`src/rtl/main_sweep_controller.sv`:
```
// rtl/main_sweep_controller.sv - on-chip input sweep and response capture for the Main function block
//
// Purpose:
//   Steps dut_a through every code 0..2^WIDTH-1. Each code is held for
//   DWELL cycles, then dut_b is sampled. The run builds a truth table,
//   a ones count and a pass/fail comparison against exp_table.
//
// Parameters:
//   WIDTH  input width of the swept function (table size 2^WIDTH)
//   DWELL  cycles each code is held before sampling (1..15)
//
// Ports:
//   clk           system clock, rising edge
//   rst_n         asynchronous active-low reset
//   start         request a sweep (honoured in IDLE only)
//   abort         abandon a running sweep
//   exp_table     expected response, bit i for A=i
//   dut_a         drives Main.A
//   dut_b         response from Main.B
//   busy          sweep in progress
//   done          one-cycle pulse at sweep completion
//   result_valid  results are complete and valid
//   table_out     captured response, bit i for A=i
//   ones_count    number of ones in table_out
//   fail          at least one bit mismatched exp_table
//   first_fail    lowest mismatching index (0 when fail=0)
module main_sweep_controller #(
  parameter int WIDTH = 5,
  parameter int DWELL = 2
) (
  input  logic                    clk,
  input  logic                    rst_n,
  input  logic                    start,
  input  logic                    abort,
  input  logic [(1<<WIDTH)-1:0]   exp_table,
  output logic [WIDTH-1:0]        dut_a,
  input  logic                    dut_b,
  output logic                    busy,
  output logic                    done,
  output logic                    result_valid,
  output logic [(1<<WIDTH)-1:0]   table_out,
  output logic [WIDTH:0]          ones_count,
  output logic                    fail,
  output logic [WIDTH-1:0]        first_fail
);

  localparam int TBL = 1 << WIDTH;
  localparam int CW  = WIDTH + 1;
  localparam logic [WIDTH-1:0] LAST_IDX = WIDTH'(TBL - 1);
  localparam logic [3:0]       DWELL_L  = 4'(DWELL);

  typedef enum logic [1:0] {
    S_IDLE   = 2'd0,
    S_SETTLE = 2'd1,
    S_DONE   = 2'd2
  } state_t;

  state_t           r_state;
  logic [WIDTH-1:0] r_idx;
  logic [3:0]       r_cnt;
  logic             r_busy;
  logic             r_done;
  logic             r_valid;
  logic [TBL-1:0]   r_table;
  logic [WIDTH:0]   r_ones;
  logic             r_fail;
  logic [WIDTH-1:0] r_first;

  // Sample on the DWELL-th edge that dut_a has shown the current index.
  logic w_sample_edge;
  logic w_mismatch;
  logic w_last;

  assign w_sample_edge = (r_cnt == 4'd1);
  assign w_mismatch    = (dut_b != exp_table[r_idx]);
  assign w_last        = (r_idx == LAST_IDX);

  // r_idx is returned to 0 whenever the sweep ends, so it doubles as dut_a.
  assign dut_a        = r_idx;
  assign busy         = r_busy;
  assign done         = r_done;
  assign result_valid = r_valid;
  assign table_out    = r_table;
  assign ones_count   = r_ones;
  assign fail         = r_fail;
  assign first_fail   = r_first;

  always_ff @(posedge clk or negedge rst_n) begin
    if (!rst_n) begin
      r_state <= S_IDLE;
      r_idx   <= '0;
      r_cnt   <= '0;
      r_busy  <= 1'b0;
      r_done  <= 1'b0;
      r_valid <= 1'b0;
      r_table <= '0;
      r_ones  <= '0;
      r_fail  <= 1'b0;
      r_first <= '0;
    end else begin
      r_done <= 1'b0;
      case (r_state)
        S_IDLE: begin
          if (start) begin
            r_idx   <= '0;
            r_cnt   <= DWELL_L;
            r_table <= '0;
            r_ones  <= '0;
            r_fail  <= 1'b0;
            r_first <= '0;
            r_valid <= 1'b0;
            r_busy  <= 1'b1;
            r_state <= S_SETTLE;
          end
        end

        S_SETTLE: begin
          if (abort) begin
            // Abort takes priority, even over the final sample.
            r_state <= S_IDLE;
            r_busy  <= 1'b0;
            r_idx   <= '0;
            r_cnt   <= '0;
          end else if (w_sample_edge) begin
            r_table[r_idx] <= dut_b;
            r_ones         <= r_ones + CW'(dut_b);
            if (w_mismatch && !r_fail) begin
              r_fail  <= 1'b1;
              r_first <= r_idx;
            end
            // Final index detected explicitly rather than by wrap-around.
            if (w_last) begin
              r_state <= S_DONE;
              r_busy  <= 1'b0;
              r_done  <= 1'b1;
              r_valid <= 1'b1;
              r_idx   <= '0;
              r_cnt   <= '0;
            end else begin
              r_idx <= r_idx + WIDTH'(1);
              r_cnt <= DWELL_L;
            end
          end else begin
            r_cnt <= r_cnt - 4'd1;
          end
        end

        S_DONE: begin
          // start is deliberately not looked at here.
          r_state <= S_IDLE;
        end

        default: begin
          r_state <= S_IDLE;
          r_busy  <= 1'b0;
          r_idx   <= '0;
        end
      endcase
    end
  end

endmodule

```
`config.mk`:
```
export PLATFORM = sky130hd
export DESIGN_NAME = main_sweep_controller
export DESIGN_NICKNAME = d
export VERILOG_FILES = /design/src/rtl/main_sweep_controller.sv
export SDC_FILE = /design/constraint.sdc
export NUM_CORES = 1
export LEC_CHECK = 0
export CAP_MARGIN = 20
export CORE_ASPECT_RATIO = 1.75
export CORE_MARGIN = 4
export CORE_UTILIZATION = 45
export DETAILED_ROUTE_END_ITERATION = 7
export GPL_ROUTABILITY_DRIVEN = 0
export PLACE_DENSITY = 0.83
export SKIP_CTS_REPAIR_TIMING = 1
export SLEW_MARGIN = 10
export SYNTH_ARGS = -nofsm -noshare
export SYNTH_HDL_FRONTEND = slang
export SYNTH_SLANG_ARGS = --single-unit
```
`constraint.sdc`:
```
create_clock -name clk -period 6.1 [get_ports clk]
set_input_delay 1.83 -clock clk [delete_from_list [all_inputs] [get_ports clk]]
set_output_delay 1.83 -clock clk [all_outputs]
set_load 0.1 [all_outputs]
```
* Yosys cells after proc, flatten, opt, wreduce, memory -nomap -nowiden
Index checks and enable logic that the tools add are counted.
** Word-level totals
- Bits in registers :: 58
- Input port bits :: 37
** Cells by class
- $add $sub $neg :: 3
- Order comparisons :: 2
- Eq/ne operators :: 12
- Multiplexer cells :: 50
- Bitwise operators :: 1
- Reductions and logical operators :: 12
** Operators by type and width (number)
- 2-to-1 mux 32 bit :: 3
- case mux 32 bit (2 select lines) :: 1
- 2-to-1 mux 5 bit :: 7
- bitwise mux 32 bit :: 1
- 2-to-1 mux 6 bit :: 3
- 2-to-1 mux 1 bit :: 17
- case mux 5 bit (3 select lines) :: 1
- 2-to-1 mux 4 bit :: 3
- case mux 6 bit (2 select lines) :: 1
- 2-to-1 mux 2 bit :: 5
- inequality test 2 bit, second input constant :: 5
- case mux 5 bit (2 select lines) :: 1
- AND reduction 5 bit :: 2
- case mux 4 bit (2 select lines) :: 1
- AND reduction 4 bit :: 2
- adder 6 x 1 -> 6 bit :: 1
- < comparator 5 x 6 -> 1 bit, second input constant :: 1
- inequality test 3 bit, second input constant :: 2
- AND reduction 3 bit :: 2
- adder 5 x 1 -> 5 bit, second input constant :: 1
- binary-select mux 1 bit (select 5 bit) :: 1
- demux 1 bit (select 5 bit) :: 1
- == test 5 bit, second input constant :: 1
- >= comparator 5 x 1 -> 1 bit, second input constant :: 1
- 14 further kinds :: 16

* Longest topological paths before layout
Gate-level depths: netlist of run 1.
- Word-level depth :: 8
- Mapped depth :: 10
- Mapped depth without buffers :: 8

* Worst setup path before layout of run 1
OpenSTA, ideal clock, no wires.
- Path type :: input-to-reg
- Start :: input port abort
- End :: register r_table[0] (netlist: table_out[0])
- Arrival :: 3242 ps
- Required time :: 5965 ps
- Path slack :: 2723 ps
- Stages :: 9
- Buffers on the path :: 3
- Path through :: clkbuf_2 > nor2b_1 > a21oi_1 > nor2_1 > buf_2 > nand2_1 > buf_2 > o211ai_1 > o31ai_1
** On the way
- Cells in the longest elaborated chain, start to end :: 2
** RTL lines
- start, declared :: RTL line 34 : input logic abort,
- inequality test 2 bit (no line)
- AND reduction 4 bit (no line)
- end signal, assigned by index :: RTL line 125 : r_table[r_idx] <= dut_b;
- end, declared :: RTL line 64 : logic [TBL-1:0] r_table;
No other way between the ends.
A chain may end at the register's enable or synchronous reset.

* Worst setup path after layout of run 1
- Start :: register r_idx[0] (netlist: dut_a[0])
- End :: output port dut_a[0]
** RTL lines
- start, declared :: RTL line 59 : logic [WIDTH-1:0] r_idx;
- start signal, assigned :: RTL line 140 : r_idx <= r_idx + WIDTH'(1);
- end, declared :: RTL line 36 : output logic [WIDTH-1:0] dut_a,
No word-level cell between the ends.

==> results of run 1 <==
==> routing by layer <==
layer	up-vias	track usage, %	wire, microns
met2	116	35.9	4550
met3	24	6.38	540
li1	1294	-	-
met5	-	0	0
met4	0	10.1	284
met1	1304	21.4	3050
==> logic make-up (layout without fill, tap and decap cells) <==
| kind of cell | after synthesis | after routing | synth area share [%] |
|---|---|---|---|
| buffers and inverters | 37 | 119 | 6.02 |
| XOR/XNOR | 5 | 5 | 1.39 |
| multiplexers | 16 | 16 | 6.73 |
| adder cells (fa/ha/maj) | 9 | 9 | 3.59 |
| AO/OA/AOI/OAI | 96 | 96 | 22.3 |
| AND/OR/NAND/NOR | 84 | 84 | 13.7 |
| flip-flops | 58 | 58 | 46.2 |
==> registers in the layout (all words and copies together), names as in the netlist <==
register,count
fail,1
ones_count,6
busy,1
first_fail,5
result_valid,1
done,1
table_out,32
dut_a,5
r_state,2
r_cnt,4
==> area by class of cell <==
cell class	instances	share of cell area (%)
Clock buffer	11	5.62
Clock inverter	5	1.80
Inverter	12	1.04
Multi-Input combinational cell	210	34.7
Sequential cell	58	33.6
Tap cell	84	2.43
Timing Repair Buffer	91	20.8
==> cell usage after synthesis (all sizes together) (3+ instances only) <==
master   n  area share, %
dfrtp   58             46
o31ai   33            7.9
o211ai  32            7.6
nand2   24            2.9
nor2    17            2.0
buf     14            3.2
o21ai   14            2.2
inv     12            1.4
mux2i   12            4.2
clkbuf  11            1.4
nor3    10            1.9
ha       9            3.6
nor2b    6            1.2
a21oi    5           0.80
nand3    5           0.80
o32ai    5            1.4
and3     4           0.80
o22ai    4            1.0
xor2     4            1.1
mux4     3            2.2
nand3b   3           0.72
nand4    3           0.60
or3      3           0.60
or3b     3           0.84
==> final timing paths <==
| path | from | endpoint | slack (ns) | cells past startpoint |
|---|---|---|---|---|
| worst max-delay path | dut_a[0] | dut_a[0] | 1.72 | 1 |
| worst min-delay path | result_valid | result_valid | 0.50 | 2 |
| max in group asynchronous | rst_n | r_state[1] | 3.97 | 2 |
| worst max register to register | dut_a[0] | first_fail[4] | 3.38 | 6 |
| min in group asynchronous | rst_n | ones_count[2] | 1.63 | 2 |
| worst min register to register | result_valid | result_valid | 0.50 | 2 |
==> stage by stage <==
stage          hold slack (ns)  std cells  util [%]
2_1_floorplan            0.498        305         -
3_5_place_dp             0.500        455      58.8
6_report                 0.502        471      63.5
5_1_grt                  0.545        471      63.5
4_1_cts                  0.511        471      63.5
3_3_place_gp             0.487        455      58.8
==> power breakdown <==
group / switching, mW / internal [mW] / total [mW]
sequential: 0.0489 / 0.413 / 0.462
clock: 0.172 / 0.367 / 0.539
combinational: 0.267 / 0.130 / 0.398
total: 0.489 / 0.910 / 1.40
==> results.yml, run 1 <==
status:
  run_status: "completed"
final_layout:
  mostFrequentLayoutCells: "87 x sky130_fd_sc_hd__clkdlybuf4s50_1, 58 x sky130_fd_sc_hd__dfrtp_1, 33 x sky130_fd_sc_hd__o31ai_1"
  final_net_count: 428
  multiInputGateArea_sq_um: 1500
  final_cell_area_sq_um: 4320
  syn_to_final_growth_pct: 37.6
  n_fill_cell: 563
  sequential_cell_area_sq_um: 1450
  antennaDiodeCount: 0
  most_common_library_cell_in_the_layout_ignoring_fill_and_taps: "sky130_fd_sc_hd__clkdlybuf4s50_1"
  drive_above_1_share_pct: 8.01
setup_path:
  critPathMaxFanout: 20
  critical_path.startpoint_type: "flop"
  sum_of_buffers_and_inverters_on_the_critical_path: 1
  timing.critical_path.cells: "clkdlybuf4s50_1"
  critical-path-slowest-cell: "sky130_fd_sc_hd__clkdlybuf4s50_1"
  slowest_delay_ns: 1.29
  cp_data_required_time_ns: 4.27
  worst_path_dominant_cell_family: "buffers and inverters"
  setup.worst_path.class: "flop to output pin"
  worstPathArrival_ns: 2.55
  endpoint_kind: "output pin"
hold_path:
  holdCritPathClass: "flop to flop"
place:
  place.port_buffers: 88
  detailedPlacementHpwl_microns: 6210
  detailed_place.area_sq_um: 4000
  post-place-ws_ns: 1.70
sta:
  final_period_minus_worst_setup_slack_ns: 4.38
  maxSlewHeadroom_pct: 32.6
  grt_setup_unrepaired: "no"
  setup_viol: 0
  timing.final.ws_setup_ns: 1.72
  finalHoldViolations: 0
  fmax_mhz: 228
  tns_ns: 0
  timing_max_transition_violations_final: 0
  timing.final.crit_share_pct: 71.8
  fin_worst_skew_ns: 0.00577
  tightestPinTransition_ns: 1.01
floorplanning:
  fp.dieArea_sq_um: 8430
  number_of_primary_i_o_pins: 89
  starting_density_pct: 46.1
  row_count: 40
  placeable_core_region_sq_um: 6810
  die_h_microns: 119
  die_width_microns: 71.2
yosys:
  synth_sequential_area_ratio_pct: 46.2
  ys_types: 40
  synth_edf_count: 0
  async_flop_share_pct: 100
  most_used_flip_flop_cell_after_synthesis: "sky130_fd_sc_hd__dfrtp_1"
  mappedNetlistArea_sq_um: 3140
  synth_nets: 351
  yosysWarningCount: 0
  syn-mean-instance-area_sq_um: 10.3
  syn_inst: 305
  synth_seq_cells: 58
power:
  fin_total_pwr_mw: 1.40
  power_leakage_nw: 1.74
  power.density_nw_per_um2: 324
  power.ir.vdd_worst_mv: 0.278
route:
  drc_violation_count_after_routing: 0
  wl_per_cell_microns: 17.9
  drt_pass1_iterations: 4
  vias_per_cell: 5.81
  wirelength_microns: 8420
  dr.first_iter.drc_count: 177
  final_antenna_net_count: 0
  via_count: 2738
grt:
  grt_max_degree: 59
  globalRouteTotalUtil_pct: 20.5
  grt-ovfl-total: 0
  first_pass_grt_wire_length_microns: 13700
  vias_in_the_first_global_route: 2902
  antenna_found_initial: 0
flow_run:
  cap_violations: 0
clock_tree:
  tritoncts.num_buffers: 9
  clock_tree_from_tritoncts: "built"
  clockBufferDepth: 2
  clk_pin_slew_worst_paths_ns: 0.05
  worst_skew_pair.late_latency_ns: 0.33
  cts_num_sinks: 58
  htree_levels: 3
  cts_root_buf: "sky130_fd_sc_hd__clkbuf_16"
Note: power is estimated with default switching activity, not from simulation.
==> inputs of run 2 (changes only) <==
clock period = 4.2 ns   (was 6.1 ns; I/O delays follow)
==> run 2 against run 1 <==
  * Non-clock buffer count grew 3
  * Die area is the same
  * Routed wire length grew 4.0%
  * Critical path depth grew 7
  * Highest routed layer unchanged
==> results.yml, run 2 (same netlist as run 1, synthesis figures left out) <==
grt:
  first_pass_grt_wire_length_microns: 14300
  grt_max_degree: 33
  vias_in_the_first_global_route: 2914
  antenna_found_initial: 0
  globalRouteTotalUtil_pct: 21.4
  grt-ovfl-total: 0
place:
  detailedPlacementHpwl_microns: 6450
  dp.cells: 458
  place.port_buffers: 88
setup_path:
  timing.critical_path.cells: "clkdlybuf4s50_1 -> nor2b_1 -> a21oi_1 -> nor2_1 -> buf_4 -> nand2_1 -> o21ai_1 -> o32ai_1"
  critical-path-slowest-cell: "sky130_fd_sc_hd__clkdlybuf4s50_1"
  worst_path_dominant_cell_family: "compound AO/OA/AOI/OAI gates"
  slowest_delay_ns: 0.62
  sum_of_buffers_and_inverters_on_the_critical_path: 2
  critPathMaxFanout: 16
  endpoint_kind: "flop"
  worstPathArrival_ns: 3.65
  setup.worst_path.class: "input port to flop"
  critical_path.startpoint_type: "input port"
  timing.reg2reg.setup_slack_ns: 1.43
  cp_data_required_time_ns: 4.41
  reg_to_reg_endpoint: "first_fail[4]"
  worst-r2r-cell-count: 6
  rr_startpoint: "dut_a[0]"
sta:
  maxSlewHeadroom_pct: 30.2
  fmax_mhz: 291
  setup_viol: 0
  final_period_minus_worst_setup_slack_ns: 3.44
  holdWs_ns: 0.512
  fin_worst_skew_ns: 0.00536
  tns_ns: 0
  tightestPinTransition_ns: 1.05
  grt_setup_unrepaired: "no"
  timing_max_transition_violations_final: 0
  finalHoldViolations: 0
  timing.final.crit_share_pct: 81.8
final_layout:
  mostFrequentLayoutCells: "82 x sky130_fd_sc_hd__clkdlybuf4s50_1, 58 x sky130_fd_sc_hd__dfrtp_1, 33 x sky130_fd_sc_hd__o31ai_1"
  sequential_cell_area_sq_um: 1450
  drive_above_1_share_pct: 10.0
  multiInputGateArea_sq_um: 1500
  largest_register_ff_count: 32
  n_fill_cell: 554
  finish.cell_count_without_fillers: 473
  final_net_count: 431
  antennaDiodeCount: 0
  most_common_library_cell_in_the_layout_ignoring_fill_and_taps: "sky130_fd_sc_hd__clkdlybuf4s50_1"
  syn_to_final_growth_pct: 37.5
hold_path:
  number_of_cells_on_the_worst_hold_path: 2
  whs_endpoint: "result_valid"
  hold_path.startpoint: "result_valid"
  holdCritPathClass: "flop to flop"
clock_tree:
  clockBufferDepth: 2
  cts_root_buf: "sky130_fd_sc_hd__clkbuf_16"
  worst_skew_pair.late_latency_ns: 0.32
  htree_levels: 3
  tritoncts.num_buffers: 9
  clk_pin_slew_worst_paths_ns: 0.05
  clock_tree_from_tritoncts: "built"
  cts_num_sinks: 58
route:
  drc_violation_count_after_routing: 0
  wirelength_microns: 8760
  drt_pass1_iterations: 5
  via_count: 2860
  wl_per_cell_microns: 18.5
  final_antenna_net_count: 0
  dr.first_iter.drc_count: 158
  vias_per_cell: 6.05
power:
  power_leakage_nw: 1.76
  power.ir.vdd_worst_mv: 0.250
  power.density_nw_per_um2: 467
floorplanning:
  placeable_core_region_sq_um: 6810
  die_h_microns: 119
  die_width_microns: 71.2
  fp.dieArea_sq_um: 8430
  number_of_primary_i_o_pins: 89
  starting_density_pct: 46.1
  row_count: 40
flow_run:
  cap_violations: 0
status:
  run_status: "completed"
## run 2: cell count changes in the layout (fill, tap and decap cells not counted)
| cell | delta |
|---|---|
| sky130_fd_sc_hd__buf_4 | +8 |
| sky130_fd_sc_hd__clkbuf_1 | -1 |
| sky130_fd_sc_hd__clkbuf_8 | -1 |
| sky130_fd_sc_hd__clkdlybuf4s50_1 | -5 |
| sky130_fd_sc_hd__clkinv_2 | +1 |
## run 2: routing by layer
metal  global-route usage, %  vias up  wire, microns
met3                    4.77       33            594
met1                    23.1     1392           3120
li1                        -     1303              -
met2                    38.4      132           4740
met4                    9.53        0            312
met5                       0        -              0
## run 2: worst max path at each step
| stage | endpoint | cells after the start | slack (ns) | startpoint |
|---|---|---|---|---|
| after floorplan | table_out[0] | 9 | 1.39 | abort |
| after global placement | first_fail[4] | 8 | 0.64 | abort |
| after detailed placement | first_fail[4] | 8 | 0.48 | abort |
| after CTS | first_fail[4] | 8 | 0.80 | abort |
| after global routing | first_fail[2] | 8 | 0.55 | abort |
| final | first_fail[4] | 8 | 0.76 | abort |
## run 2: where the power goes
part,switching (mW),internal [mW]
sequential,0.0725,0.600
combinational,0.395,0.193
clock,0.245,0.511
total,0.713,1.30
## run 2: area by class of cell
cell class,count,share of cell area (%)
well taps,84,2.43
multi-input cells,210,34.7
clock buffers,9,5.22
repair buffers,94,21.0
clock inverters,6,1.91
inverters,12,1.04
flip-flops and latches,58,33.6
## run 2: stage by stage
stage / area [sq um] / worst slack (ns) / util, % / power (mW)
after global routing: 4320 / 0.550 / 63.4 / 2.10
after detailed placement: 4010 / 0.483 / 58.9 / 1.26
after floorplan: 3140 / 1.39 / - / 1.09
final: 4320 / 0.764 / 63.4 / 2.02
after CTS: 4320 / 0.797 / 63.4 / 2.02
after global placement: 4010 / 0.644 / 58.9 / 1.25
## run 2: tightest hold or removal path, stage by stage, from the launching register on
cell                      delay, ns
sky130_fd_sc_hd__dfrtp_1       0.35
sky130_fd_sc_hd__nor2_1        0.05
sky130_fd_sc_hd__nor2_1        0.07
==> inputs of run 3 (changes only) <==
CORE_UTILIZATION = 43   (was 45)
clock period = 3 ns   (was 4.2 ns; I/O delays follow)
==> run 3 against run 2 <==
  * Die area is 4.2% higher
  * Routed wire length is 0.16% lower
  * Sequential share of layout area is 0.86 points higher
  * Clock power is 22% higher
  * Non-clock buffer count is 4 higher
  * Highest routed layer unchanged
  * Global-route usage is 0.81 points lower
  * Cell area is 2.5% lower
  * Critical path depth is 1 lower
  * Utilization is 4.8 points lower
  * Largest power group unchanged
  * Via count is 2.0% lower
==> results.yml, run 3 (same netlist as run 1, synthesis figures left out) <==
sta:
  fmax_mhz: 378
  finalHoldViolations: 0
  timing.final.ws_setup_ns: 0.356
  timing_max_transition_violations_final: 0
  maxSlewHeadroom_pct: 51.3
  setup_viol: 0
  tns_ns: 0
  grt_setup_unrepaired: "no"
  fin_worst_skew_ns: 0.00375
  timing.final.crit_share_pct: 88.1
  tightestPinTransition_ns: 0.731
  final_period_minus_worst_setup_slack_ns: 2.64
grt:
  antenna_found_initial: 0
  globalRouteTotalUtil_pct: 20.5
  first_pass_grt_wire_length_microns: 14000
  grt-ovfl-total: 0
  grt_max_degree: 59
  vias_in_the_first_global_route: 2918
route:
  route.met2.wl_microns: 4790
  met1_length_microns: 3220
  drc_violation_count_after_routing: 0
  wl_met3_microns: 568
  dr.first_iter.drc_count: 284
  wirelength_microns: 8750
  vias_per_cell: 5.84
  final_antenna_net_count: 0
  wl_per_cell_microns: 18.2
  topRoutingLayerUsed: "met4"
  drt_pass1_iterations: 4
  via_count: 2802
final_layout:
  antennaDiodeCount: 0
  final_net_count: 435
  most_common_library_cell_in_the_layout_ignoring_fill_and_taps: "sky130_fd_sc_hd__buf_4"
  largest_register_ff_count: 32
  mostFrequentLayoutCells: "61 x sky130_fd_sc_hd__buf_4, 58 x sky130_fd_sc_hd__dfrtp_1, 35 x sky130_fd_sc_hd__clkdlybuf4s50_1"
  syn_to_final_growth_pct: 34.1
  drive_above_1_share_pct: 22.8
clock_tree:
  tritoncts.num_buffers: 9
  worst_skew_pair.late_latency_ns: 0.33
  htree_levels: 3
  cts_num_sinks: 58
  cts_root_buf: "sky130_fd_sc_hd__clkbuf_16"
  clock_tree_from_tritoncts: "built"
  clk_pin_slew_worst_paths_ns: 0.05
  clockBufferDepth: 2
setup_path:
  endpoint_kind: "flop"
  critical_path.startpoint_type: "input port"
  setup.worst_path.class: "input port to flop"
  worstPathArrival_ns: 2.84
  critPathMaxFanout: 16
  cp_data_required_time_ns: 3.19
status:
  run_status: "completed"
power:
  power.ir.vdd_worst_mv: 0.460
  power.density_nw_per_um2: 640
  power_leakage_nw: 1.86
place:
  place.port_buffers: 88
  detailedPlacementHpwl_microns: 6350
  post-place-ws_ns: 0.0301
floorplanning:
  fp.dieArea_sq_um: 8790
  placeable_core_region_sq_um: 7180
  row_count: 41
  starting_density_pct: 43.7
  number_of_primary_i_o_pins: 89
  die_width_microns: 72.6
  die_h_microns: 121
hold_path:
  holdCritPathClass: "flop to flop"
flow_run:
  cap_violations: 0
-- run 3: critical path, cell delays in order --
cell,delay [ns]
sky130_fd_sc_hd__clkdlybuf4s50_1,0.43
sky130_fd_sc_hd__nor2b_1,0.19
sky130_fd_sc_hd__a21oi_1,0.11
sky130_fd_sc_hd__nor2_1,0.33
sky130_fd_sc_hd__nand2_1,0.41
sky130_fd_sc_hd__o211ai_1,0.34
sky130_fd_sc_hd__o31ai_1,0.12
-- run 3: final timing paths --
check / startpoint / slack (ns) / cells past startpoint / endpoint
worst max-delay path: abort / 0.36 / 7 / table_out[21]
worst min-delay path: result_valid / 0.52 / 2 / result_valid
worst max register to register: dut_a[3] / 0.56 / 6 / first_fail[3]
worst min register to register: result_valid / 0.52 / 2 / result_valid
max in group asynchronous: rst_n / 1.80 / 2 / r_cnt[1]
min in group asynchronous: rst_n / 0.70 / 2 / ones_count[4]
-- run 3: layout make-up --
cell class | count | area, sq um
fillers | 634 | 2970
multi-input cells | 210 | 1500
flip-flops and latches | 58 | 1450
repair buffers | 98 | 833
clock buffers | 11 | 243
well taps | 86 | 108
inverters | 12 | 45.0
clock inverters | 5 | 30.0
-- run 3: metrics by stage --
| step | utilization [%] | hold WS, ns | cell area (sq um) | total power [mW] | cells |
|---|---|---|---|---|---|
| finish | 58.6 | 0.516 | 4210 | 2.69 | 480 |
| global route | 58.6 | 0.551 | 4210 | 2.81 | 480 |
| global placement | 54.8 | 0.490 | 3940 | 1.76 | 464 |
| CTS | 58.6 | 0.525 | 4210 | 2.71 | 480 |
| detailed placement | 54.8 | 0.514 | 3940 | 1.78 | 464 |
| floorplan | - | 0.498 | 3140 | 1.53 | 305 |
-- run 3: layer usage --
| metal | global-route usage (%) | vias to the layer above |
|---|---|---|
| li1 | - | 1310 |
| met1 | 22.4 | 1384 |
| met2 | 36.7 | 91 |
| met3 | 5.39 | 17 |
| met4 | 8.43 | 0 |
| met5 | 0 | - |
-- run 3: report_power, final --
| part | switching (mW) | total (mW) | internal, mW |
|---|---|---|---|
| combinational | 0.582 | 0.857 | 0.275 |
| clock | 0.348 | 0.923 | 0.575 |
| sequential | 0.0721 | 0.913 | 0.841 |
| total | 1.00 | 2.69 | 1.69 |
